$ cat src/rtl/paralelo_serial_tx.sv
// paralelo_serial_tx: 8:1 serializer behind the phy_tx lane mux.
// Sends one bit per clk_32f cycle, MSB first. The block sends a preamble of
// SYNC_WORDS comma words after reset. After that it sends data_in when valid_in
// is high, and the comma when it is low, so the line never idles.
//
// state     | meaning
// ST_SYNC   | sending the alignment preamble; every load takes IDLE_WORD
// ST_ACTIVE | preamble done; each load takes data_in if valid_in, else IDLE_WORD
module paralelo_serial_tx #(
    parameter logic [7:0]  IDLE_WORD  = 8'hBC,
    parameter int unsigned SYNC_WORDS = 4
) (
    input  logic       clk_32f,
    input  logic       reset,
    input  logic [7:0] data_in,
    input  logic       valid_in,
    output logic       data_out,
    output logic       load_strobe,
    output logic       active
);

    typedef enum logic {
        ST_SYNC   = 1'b0,
        ST_ACTIVE = 1'b1
    } state_t;

    // Value of sync_cnt at the load edge that loads the final preamble comma.
    localparam logic [3:0] SYNC_LAST = 4'(SYNC_WORDS - 1);

    logic [2:0] cnt_q, cnt_d;
    logic [7:0] shift_q, shift_d;
    state_t     state_q, state_d;
    logic [3:0] sync_cnt_q, sync_cnt_d;
    logic       active_q, active_d;
    logic       load_strobe_q, load_strobe_d;
    logic       load;

    // Next-state logic: free-running bit counter, load or shift, preamble sequencing.
    always_comb begin
        cnt_d         = cnt_q + 3'd1;
        shift_d       = {shift_q[6:0], 1'b0};
        state_d       = state_q;
        sync_cnt_d    = sync_cnt_q;
        load          = (cnt_q == 3'd7);
        if (load) begin
            if (state_q == ST_SYNC) begin
                shift_d    = IDLE_WORD;
                sync_cnt_d = sync_cnt_q + 4'd1;
                if (sync_cnt_q == SYNC_LAST) begin
                    state_d = ST_ACTIVE;
                end
            end else begin
                // An explicit mux keeps X on data_in from reaching the line when valid_in is low.
                shift_d = valid_in ? data_in : IDLE_WORD;
            end
        end
        // The outputs come from flops. They are computed one cycle early from the next state.
        active_d      = (state_d == ST_ACTIVE);
        load_strobe_d = (cnt_d == 3'd7) && (state_d == ST_ACTIVE);
    end

    // Register stage with synchronous active-high reset.
    always_ff @(posedge clk_32f) begin
        if (reset) begin
            cnt_q         <= 3'd0;
            shift_q       <= 8'h00;
            state_q       <= ST_SYNC;
            sync_cnt_q    <= 4'd0;
            active_q      <= 1'b0;
            load_strobe_q <= 1'b0;
        end else begin
            cnt_q         <= cnt_d;
            shift_q       <= shift_d;
            state_q       <= state_d;
            sync_cnt_q    <= sync_cnt_d;
            active_q      <= active_d;
            load_strobe_q <= load_strobe_d;
        end
    end

    assign data_out    = shift_q[7];
    assign load_strobe = load_strobe_q;
    assign active      = active_q;

endmodule

$ cat config.mk
export PLATFORM = sky130hd
export DESIGN_NAME = paralelo_serial_tx
export DESIGN_NICKNAME = d
export VERILOG_FILES = /design/src/rtl/paralelo_serial_tx.sv
export SDC_FILE = /design/constraint.sdc
export NUM_CORES = 1
export LEC_CHECK = 0
export ABC_AREA = 0
export CAP_MARGIN = 40
export CORE_UTILIZATION = 45
export CTS_BUF_LIST = sky130_fd_sc_hd__clkbuf_2
export CTS_CLUSTER_DIAMETER = 50
export DETAILED_ROUTE_END_ITERATION = 12
export MAX_ROUTING_LAYER = met4
export PLACE_DENSITY = 0.77
export SLEW_MARGIN = 30
export SYNTH_ARGS = -nofsm -noshare
export SYNTH_HDL_FRONTEND = slang
export SYNTH_SLANG_ARGS = --single-unit
$ cat constraint.sdc
create_clock -name clk_32f -period 1.5 [get_ports clk_32f]
set_input_delay 0.3 -clock clk_32f [delete_from_list [all_inputs] [get_ports clk_32f]]
set_output_delay 0.3 -clock clk_32f [all_outputs]
set_load 0.05 [all_outputs]
**Word level (Yosys, flattened, before mapping)**

Index checks and enable logic that the tools add are counted.

- Output and inout bits: 3
- Bits of input ports: 11
- Memories: 0
- Word-level logic and storage cells: 23
- RAM bits: 0
- Register bits after elaboration: 17
- ROM bits: 0
- Bits in latches: 0

- Add/subtract/negate cells: 2
- Reduce and logical (&&, ||, !) cells: 3
- Shift-type cells: 0
- Multiplexer cells: 6
- $lt $le $gt $ge: 0
- $mul: 0
- Bitwise logic cells: 3
- Eq/ne operators: 3
- Divide/modulo/power cells: 0

Operator list:

| kind | count |
|---|---|
| $mux W8 | 3 |
| $eq A3 B3 Y1 const B | 2 |
| $add A4 B1 Y4 const B | 1 |
| $eq A4 B2 Y1 const B | 1 |
| $reduce_or A4 Y1 | 1 |
| $add A3 B1 Y3 const B | 1 |
| $mux W1 | 3 |
| $not A1 Y1 | 3 |
| $reduce_and A2 Y1 | 1 |
| $logic_and A1 B1 Y1 | 1 |

**Depth between registers and ports, before layout**

Gate-level depths: netlist of the first run.

- Depth after elaboration: 5
- Mapped depth: 6
- Mapped depth without buffers: 5

**Least setup slack after synthesis of the first run**

OpenSTA, ideal clock, no wires.

- Kind: register to register
- Start: register cnt_q[0]
- End: register sync_cnt_q[3]
- Stages on the path, launching flop included: 7
- Path buffers: 1
- Period minus slack after synthesis: 1532 ps
- Required time: 1379 ps
- Arrival: 1411 ps
- Setup time: 121 ps
- Path slack: -32 ps
- Path through: dfxtp_1 -> ha_1 -> ha_1 -> buf_4 -> and2b_2 -> nand4_1 -> mux2_4

- Cells in the longest elaborated chain, start to end: 2

RTL lines:

| item | RTL line | text |
|---|---|---|
| start, declared | 30 | `logic [2:0] cnt_q, cnt_d;` |
| start signal, assigned | 72 | `cnt_q <= cnt_d;` |
| $eq A3 B3 Y1 | 44 | `load = (cnt_q == 3'd7);` |
| $reduce_and A2 Y1 (no source line) | n/a |  |
| end signal, assigned | 75 | `sync_cnt_q <= sync_cnt_d;` |
| end, declared | 33 | `logic [3:0] sync_cnt_q, sync_cnt_d;` |

No other way between the ends.
A chain may end at the register's enable or synchronous reset.

**Final worst setup path of the first run**

Same ends and word-level chain as after synthesis.

==> reports/results.ini, run 1 <==
[floorplanning]
placement_row_count = 13
chipWidth_um = 40.32
placeableCoreArea_um2 = 1334
die_h_um = 40.32
initial_core_util_pct = 49.53
floorplan.io_pins = 14
die_area_um2 = 1625

[critical_path]
critical_path_class = reg -> reg
cp_num_cells = 5
cp_num_buf_inv = 0
critical_path.max_stage_delay_ns = 0.35
required_ns = 1.70
critical_path.startpoint_type = register
worst_r2r_end = sync_cnt_q[3]$_SDFFE_PP0P_
timing.rr.start = cnt_q[0]$_SDFF_PP0_
worst_path_dominant_cell_family = adder cells
r2r_cells = 5
timing.critical_path.arrival_ns = 1.64
timing.critical_path.from = cnt_q[0]$_SDFF_PP0_
worst_path_max_delay_cell = dfxtp_1
critPathCaptureType = register
worst_setup_path_endpoint = sync_cnt_q[3]$_SDFFE_PP0P_
reg2reg_setup_slack_ns = 0.06
worst-path-max-fanout = 3
timing.critical_path.cells = ha_1 > ha_2 > and2b_2 > nand4_1 > mux2_4

[clocking]
clock_tree.buffer_depth = 2
clock_pin_transition_on_the_worst_setup_and_hold_timing_paths_ns = 0.15
clk_latency_ns = 0.31
postCtsResizedCells = 0
cts.repair_timing.setup_buffer_count = 0
clock-sinks = 17
postCtsHoldBufs = 0
clk_root_buffer_cell = clkbuf_2
cts_tree = built
h-tree-depth = 1
cts_inserted_buffers = 3

[cells_and_area]
areaGrowthSynthToFinish_pct = 28.79
antenna-diode-count = 0
num-nets-final = 101
ratio_of_cells_with_drive_above_1_in_the_final_layout_pct = 15.29
final_util_pct = 63.79

[synth]
yosys.area_share.adder_pct = 7.576
ys_ff_latch = 17
synth_top_family_by_area = simple AND/OR/NAND/NOR gates
synth_top_cell_area_share_pct = 51.52
most_area_hungry_cell_type_in_the_yosys_netlist = dfxtp_1
synth_edf_count = 0
synth.cells.most_frequent = 18 x nor2_1, 17 x dfxtp_1, 5 x a211oi_1, 4 x ha_1, 3 x nand4_1
synth_nets = 84
synth_async_sr_flop_share_pct = 0
library_cells_used_by_synthesis = 22
avgSynthCellArea_um2 = 9.574
syn-cell-area_um2 = 660.6
synth_compound_gate_area_share_pct = 8.144
synth-warning-count = 0
sequential_element_share_of_the_synthesized_area_pct = 51.52
synth.area.top_cells = dfxtp_1 52%, nor2_1 10%, ha_1 7.6%, a211oi_1 5.7%, nand4_1 2.8%
yosys.area_share.simple_pct = 22.54
synth.mux.area_fraction_pct = 3.788
synthCells = 69
yosys.area_share.xor_xnor_pct = 2.652
most_used_standard_cell_by_instance_count_after_synthesis = nor2_1
synth_flop_cell = dfxtp_1

[global_route]
grt_pass1_wl_um = 1869
first_global_vias = 419
antenna_found_initial = 0
grt_util_all_layers_pct = 18.72
gr_overflow_total = 0
grt_start_max_net_pins = 18

[timing]
fin_tns_setup_ns = 0
min_period_over_period_pct = 95.67
rsz0062_at_grt = false
fmax_mhz = 696.8
clock-skew-final_ns = 0.02124
finalMaxSlewViolations = 0
max_slew_headroom_pct = 84.81
finalCriticalPeriod_ns = 1.435
postLayoutSetupSlackWorst_ns = 0.06488
setup_viol = 0
worst-slew-pin-transition_ns = 0.2268
finalHoldViolations = 0

[drt]
post_drt_via_cell_ratio = 5.130
drcViolationCount = 0
routed-via-count = 513
route.detailed.wl_per_inst_um = 12.11
dr.pass1.iters = 4
detailedRoute.firstIterationViolations = 6
routed_wl_um = 1211
final_antenna_net_count = 0

[power_and_ir_drop]
power_density_nw_per_um2 = 849.3
switching_power_as_a_share_of_total_power_pct = 23.60
ir_worst_vdd_uv = 531.9
clkPwrFrac_pct = 28.8
cellLeakagePower_nw = 0.3416
netSwitchingPower_uw = 170.6
internal_power_uw = 552.0
combinationalPowerShare_pct = 7.0
sequential_power_share_pct = 64.2

[placed_design]
place.gp.congestion = 0.8826
port_buffers = 13
place_ws_ns = 0.07645
detailed_place_hpwl_um = 874.5

[hold_path]
hold_class = reg -> reg
min-delay-start = cnt_q[0]$_SDFF_PP0_

[outcome]
outcome = finished, final reports clean

[job]
max_cap_viol_count = 0

registers in the layout, indices dropped and copies added, names as in the netlist:
name and flops:
sync_cnt_q 4, shift_q 8, cnt_q 3, active 1, load_strobe 1
worst min-delay path by stage:
stage | cells after the start | slack, ns | end
after floorplan | 1 | 0.42 | cnt_q[0]$_SDFF_PP0_
after global placement | 1 | 0.43 | cnt_q[0]$_SDFF_PP0_
after detailed placement | 1 | 0.45 | cnt_q[0]$_SDFF_PP0_
after CTS | 1 | 0.47 | cnt_q[0]$_SDFF_PP0_
after global routing | 1 | 0.49 | cnt_q[0]$_SDFF_PP0_
final | 1 | 0.47 | cnt_q[0]$_SDFF_PP0_
worst register-to-register path: stages (launching register included):
cell     delay (ns)
dfxtp_1        0.35
ha_1           0.20
ha_2           0.17
and2b_2        0.22
nand4_1        0.10
mux2_4         0.30
metal layers:
layer | up-vias | track usage, % | wire [um]
met1 | 231 | 21.96 | 576
met2 | 14 | 27.82 | 547
met3 | 4 | 5.000 | 65
met4 | 0 | 12.50 | 21
li1 | 264 | - | -
met5 | - | - | 0
cell usage in the layout, fill, tap and decap left out, types with 3 or more instances in the layout:
cell type and n:
clkbuf_2 3, a211oi_1 5, dfxtp_1 17, ha_1 3, nor2_1 18, nand4_1 3, buf_4 4, clkdlybuf4s50_1 10
layout make-up:
cell class	count	area, um^2
well taps	15	18.77
multi-input cells	47	297.8
flip-flops and latches	17	340.3
clock buffers	3	15.01
repair buffers	16	170.2
clock inverters	1	5.005
fillers	113	483.0
inverters	1	3.754
power groups by stage:
stage          Clock (mW)  Sequential, mW  Combinational (mW)
2_1_floorplan           0           0.473              0.0185
3_3_place_gp            0           0.473              0.0494
3_5_place_dp            0           0.473              0.0508
4_1_cts             0.216           0.464              0.0511
5_1_grt             0.232           0.465              0.0569
6_report            0.208           0.464              0.0507
cell families after synthesis:
kind of cell,count (synthesis)
AND/OR/NAND/NOR,31
flip-flops,17
AO/OA/AOI/OAI,8
buffers and inverters,5
adder cells (fa/ha/maj),4
XOR/XNOR,2
multiplexers,2
per-stage QoR:
step	std cells	cell area (um^2)	hold WS [ns]	total power, mW
finish	100	850.8	0.4691	0.7226
global route	100	850.8	0.4905	0.7539
CTS	100	850.8	0.4652	0.7313
detailed placement	96	830.8	0.4454	0.5242
global placement	96	830.8	0.4299	0.5224
floorplan	69	666.9	0.4173	0.4917
(Power assumes the default switching activity.)
==> inputs of run 2 (changes only) <==
Clock period 1.5 ns to 1.16 ns, I/O delays scaled along.
==> reports/results.ini, run 2 (synthesis gave the netlist of run 1 again) <==
[power_and_ir_drop]
clkPwrFrac_pct = 28.5
cellLeakagePower_nw = 0.3859
power.total_uw = 955.7
ir_worst_vdd_uv = 672.1
sequential_power_share_pct = 63.2
internal_power_uw = 738.9
combinationalPowerShare_pct = 8.2
power_density_nw_per_um2 = 978.0
switching_power_as_a_share_of_total_power_pct = 22.68
netSwitchingPower_uw = 216.8

[timing]
finalMaxSlewViolations = 0
setup_viol = 7
finalCriticalPeriod_ns = 1.342
fmax_mhz = 745.2
clock-skew-final_ns = 0.005097
min_period_over_period_pct = 115.7
max_slew_headroom_pct = 86.29
finalHoldViolations = 0
worst-slew-pin-transition_ns = 0.2044
postLayoutSetupSlackWorst_ns = -0.1819
rsz0062_at_grt = true

[critical_path]
required_ns = 1.35
path_common_cell = ha_4
worst_path_max_delay_cell = dfxtp_2
worst_r2r_end = sync_cnt_q[3]$_SDFFE_PP0P_
timing.critical_path.cells = ha_4 > ha_4 > and2b_2 > nand4_1 > mux2_4
critPathCaptureType = register
worst-path-max-fanout = 3
critical_path_class = reg -> reg
timing.rr.start = cnt_q[1]$_SDFF_PP0_
r2r_cells = 5
timing.critical_path.arrival_ns = 1.54
critical_path.startpoint_type = register
reg2reg_setup_slack_ns = -0.18
worst_path_dominant_cell_family = flip-flops
critical_path.max_stage_delay_ns = 0.37
cp_num_buf_inv = 0

[clocking]
clk_latency_ns = 0.28
clock_pin_transition_on_the_worst_setup_and_hold_timing_paths_ns = 0.16
clock_tree.buffer_depth = 2
clock-sinks = 17
clk_root_buffer_cell = clkbuf_2
postCtsHoldBufs = 0
cts_tree = built
cts_inserted_buffers = 3
h-tree-depth = 1

[floorplanning]
die_area_um2 = 1625
placeableCoreArea_um2 = 1334
placement_row_count = 13
initial_core_util_pct = 49.53
chipWidth_um = 40.32
die_h_um = 40.32
floorplan.io_pins = 14

[cells_and_area]
areaGrowthSynthToFinish_pct = 47.92
antenna-diode-count = 0
ratio_of_cells_with_drive_above_1_in_the_final_layout_pct = 29.35
mostFrequentLayoutCells = 18 x nor2_1, 14 x dfxtp_1, 10 x clkdlybuf4s50_1
fillCellCount = 105
largest_reg_by_ff_count = shift_q
top_regs = shift_q (8), sync_cnt_q (4), cnt_q (3)
num-nets-final = 108
layout.cells.most_common = nor2_1
largest_register_ff_count = 8
fin_cells = 107

[drt]
dr.pass1.iters = 4
post_drt_via_cell_ratio = 5.112
detailedRoute.firstIterationViolations = 8
final_antenna_net_count = 0
route.detailed.wl_per_inst_um = 11.76
routed_wl_um = 1258
drcViolationCount = 0
routed-via-count = 547

[placed_design]
port_buffers = 13
placed_cells = 102
detailed_place_hpwl_um = 905.6
place.gp.congestion = 0.7679
place_ws_ns = -0.1734

[hold_path]
hold_class = in -> reg
hold-path-endpoint = shift_q[0]$_SDFF_PP0_
worstHoldPathCells = 3
min-delay-start = data_in[0]

[outcome]
failed_checks = negative setup slack
outcome = complete, but fails checks

[global_route]
grt_util_all_layers_pct = 18.65
grt_pass1_wl_um = 1849
gr_overflow_total = 0
first_global_vias = 446
grt_start_max_net_pins = 13
antenna_found_initial = 0

[job]
max_cap_viol_count = 0

[run 2: cell types whose count changed in the layout (fill, tap and decap cells not counted), sizes merged]
cell / change
clkbuf: +1
clkinv: -1
buf: +7
[run 2: routing by layer]
| metal | GRT usage, % | vias up | share of wire, % |
|---|---|---|---|
| met1 | 20.41 | 251 | 45 |
| met2 | 30.65 | 13 | 49 |
| met4 | 10.00 | 0 | 0.95 |
| li1 | - | 281 | - |
| met3 | 5.000 | 2 | 4.5 |
| met5 | - | - | 0 |
[run 2: power groups by stage]
| stage | sequential, mW | combinational [mW] | clock [mW] |
|---|---|---|---|
| 2_1_floorplan | 0.617 | 0.0269 | 0 |
| 3_3_place_gp | 0.616 | 0.0774 | 0 |
| 3_5_place_dp | 0.617 | 0.0784 | 0 |
| 4_1_cts | 0.605 | 0.0800 | 0.278 |
| 5_1_grt | 0.606 | 0.0880 | 0.306 |
| 6_report | 0.604 | 0.0786 | 0.273 |
[run 2: worst max-delay path by stage]
stage / slack [ns] / end / depth (start not counted) / startpoint
floorplan: -0.28 / sync_cnt_q[3]$_SDFFE_PP0P_ / 6 / cnt_q[0]$_SDFF_PP0_
global placement: -0.15 / sync_cnt_q[3]$_SDFFE_PP0P_ / 5 / cnt_q[1]$_SDFF_PP0_
detailed placement: -0.17 / sync_cnt_q[3]$_SDFFE_PP0P_ / 5 / cnt_q[1]$_SDFF_PP0_
CTS: -0.18 / sync_cnt_q[3]$_SDFFE_PP0P_ / 5 / cnt_q[0]$_SDFF_PP0_
global route: -0.22 / sync_cnt_q[3]$_SDFFE_PP0P_ / 5 / cnt_q[1]$_SDFF_PP0_
finish: -0.18 / sync_cnt_q[3]$_SDFFE_PP0P_ / 5 / cnt_q[1]$_SDFF_PP0_
[run 2: repair_timing]
action | 4_1_cts | 5_1_grt
endpoints found under the setup margin | 11 | 14
gates resized for setup | 6 | 0
pin swaps | 3 | 1
buffers inserted | 0 | 1
[run 2: stage by stage]
| step | hold slack [ns] | util, % | cell area, um^2 | setup TNS, ns |
|---|---|---|---|---|
| after CTS | 0.4500 | 72.70 | 969.7 | -0.6333 |
| after global placement | 0.4404 | 68.57 | 914.6 | -0.8040 |
| after global routing | 0.4752 | 73.26 | 977.2 | -1.250 |
| after detailed placement | 0.4468 | 68.57 | 914.6 | -1.115 |
| final | 0.4574 | 73.26 | 977.2 | -0.5665 |
| after floorplan | 0.3585 | - | 693.2 | -0.4810 |
[run 2: layout make-up]
cell class | count | area, um^2 | area share [%]
clock buffers | 4 | 20.02 | 2.049
well taps | 15 | 18.77 | 1.921
inverters | 1 | 3.754 | 0.3841
repair buffers | 23 | 242.7 | 24.84
multi-input cells | 47 | 347.8 | 35.60
flip-flops and latches | 17 | 344.1 | 35.21
[run 2: worst reg2reg max path, stage by stage (launching register included)]
cell and delay (ns):
dfxtp_2 0.37, ha_4 0.16, ha_4 0.15, and2b_2 0.19, nand4_1 0.09, mux2_4 0.30
==> inputs of run 3 (changes only) <==
Settings changed: TNS_END_PERCENT set to 5.
Clock period 1.16 ns to 1.2 ns, I/O delays scaled along.
==> reports/results.ini, run 3 (synthesis gave the netlist of run 1 again) <==
[cells_and_area]
mostFrequentLayoutCells = 18 x nor2_1, 14 x dfxtp_1, 10 x clkdlybuf4s50_1
num-nets-final = 107
largest_reg_by_ff_count = shift_q
areaGrowthSynthToFinish_pct = 46.21
antenna-diode-count = 0
ratio_of_cells_with_drive_above_1_in_the_final_layout_pct = 28.57
final_design_area_no_fill_um2 = 965.9
largest_register_ff_count = 8
layout.cells.most_common = nor2_1
fin_cells = 106
top_regs = shift_q (8), sync_cnt_q (4), cnt_q (3)
final_util_pct = 72.42

[clocking]
clock_tree.buffer_depth = 2
clock-sinks = 17
cts_tree = built
cts_inserted_buffers = 3
clock_pin_transition_on_the_worst_setup_and_hold_timing_paths_ns = 0.16
clk_root_buffer_cell = clkbuf_2
cts.repair_timing.setup_buffer_count = 0
postCtsHoldBufs = 0
clk_latency_ns = 0.29
h-tree-depth = 1

[global_route]
grt_start_max_net_pins = 13
first_global_vias = 450
use_met2_pct = 29.03
gr_overflow_total = 0
grt_most_used_layer = met2
antenna_found_initial = 0
grt_util_all_layers_pct = 19.52
groute.layer.met1.usage_pct = 24.32
grt_util_met3_pct = 3.333
grt_pass1_wl_um = 1932

[timing]
setup_viol = 7
finalHoldViolations = 0
max_slew_headroom_pct = 85.78
final_worst_hold_slack_ns = 0.4657
rsz0062_at_grt = true
fmax_mhz = 732.1
finalCriticalPeriod_ns = 1.366
fin_tns_setup_ns = -0.4723
clock-skew-final_ns = 0.009805
min_period_over_period_pct = 113.8
postLayoutSetupSlackWorst_ns = -0.1659
finalMaxSlewViolations = 0
worst-slew-pin-transition_ns = 0.2128

[critical_path]
worst_r2r_end = sync_cnt_q[3]$_SDFFE_PP0P_
reg2reg_setup_slack_ns = -0.17
worst-path-max-fanout = 3
timing.critical_path.arrival_ns = 1.57
critical_path.startpoint_type = register
timing.rr.start = cnt_q[0]$_SDFF_PP0_
r2r_cells = 5
critical_path_class = reg -> reg
critPathCaptureType = register
required_ns = 1.41

[placed_design]
place.gp.congestion = 0.7794
placed_cells = 102
port_buffers = 13
detailed_place_hpwl_um = 986.7
place_ws_ns = -0.1477
placed_cell_area_um2 = 914.6

[job]
max_cap_viol_count = 0

[power_and_ir_drop]
power_density_nw_per_um2 = 955.6
cellLeakagePower_nw = 0.3768
ir_worst_vdd_uv = 765.7
power.total_uw = 923.1

[hold_path]
min-delay-start = data_in[0]
hold-path-endpoint = shift_q[0]$_SDFF_PP0_
worstHoldPathCells = 3
hold_class = in -> reg

[floorplanning]
die_area_um2 = 1625
chipWidth_um = 40.32
initial_core_util_pct = 49.53
placement_row_count = 13
floorplan.io_pins = 14
die_h_um = 40.32
placeableCoreArea_um2 = 1334

[outcome]
outcome = complete, but fails checks
failed_checks = negative setup slack

[drt]
detailedRoute.firstIterationViolations = 11
final_antenna_net_count = 0
dr.pass1.iters = 4
post_drt_via_cell_ratio = 4.934
routed-via-count = 523
route.detailed.wl_per_inst_um = 12.33
routed_wl_um = 1307
drcViolationCount = 0

[run 3: changes by cell type in the layout (fill, tap and decap cells not counted)]
cell and delta:
buf_6 -1
[run 3: repair_timing]
action                     in CTS  in global routing
pin swaps                       1                  0
gates resized for setup         4                  1
setup endpoints to repair       8                 13
[run 3: where the power goes]
part	internal (mW)	switching [mW]	leakage (nW)
clock network	0.0883	0.171	0.0166
registers	0.576	0.00882	0.139
logic	0.0509	0.0276	0.222
[run 3: worst max-delay path by stage]
stage,start,end,slack (ns),cells after the start
6_report,cnt_q[0]$_SDFF_PP0_,sync_cnt_q[3]$_SDFFE_PP0P_,-0.17,5
5_1_grt,cnt_q[0]$_SDFF_PP0_,sync_cnt_q[3]$_SDFFE_PP0P_,-0.20,5
4_1_cts,cnt_q[0]$_SDFF_PP0_,sync_cnt_q[3]$_SDFFE_PP0P_,-0.16,5
3_5_place_dp,cnt_q[0]$_SDFF_PP0_,sync_cnt_q[3]$_SDFFE_PP0P_,-0.15,5
3_3_place_gp,cnt_q[1]$_SDFF_PP0_,sync_cnt_q[3]$_SDFFE_PP0P_,-0.11,5
2_1_floorplan,cnt_q[0]$_SDFF_PP0_,sync_cnt_q[3]$_SDFFE_PP0P_,-0.24,6
[run 3: final cells by class]
type | count | area, um^2
multi-input cells | 47 | 347.8
well taps | 15 | 18.77
fillers | 100 | 367.9
clock buffers | 4 | 20.02
inverters | 1 | 3.754
flip-flops and latches | 17 | 344.1
repair buffers | 22 | 231.5
[run 3: critical path: stages, from the launching register on]
cell	delay, ns
dfxtp_2	0.37
ha_4	0.16
ha_4	0.16
and2b_2	0.20
nand4_1	0.10
mux2_4	0.30
[run 3: layer usage]
layer,vias up,routed length [um]
met2,11,608
met1,235,639
met4,0,15
met5,-,0
met3,2,43
li1,275,-
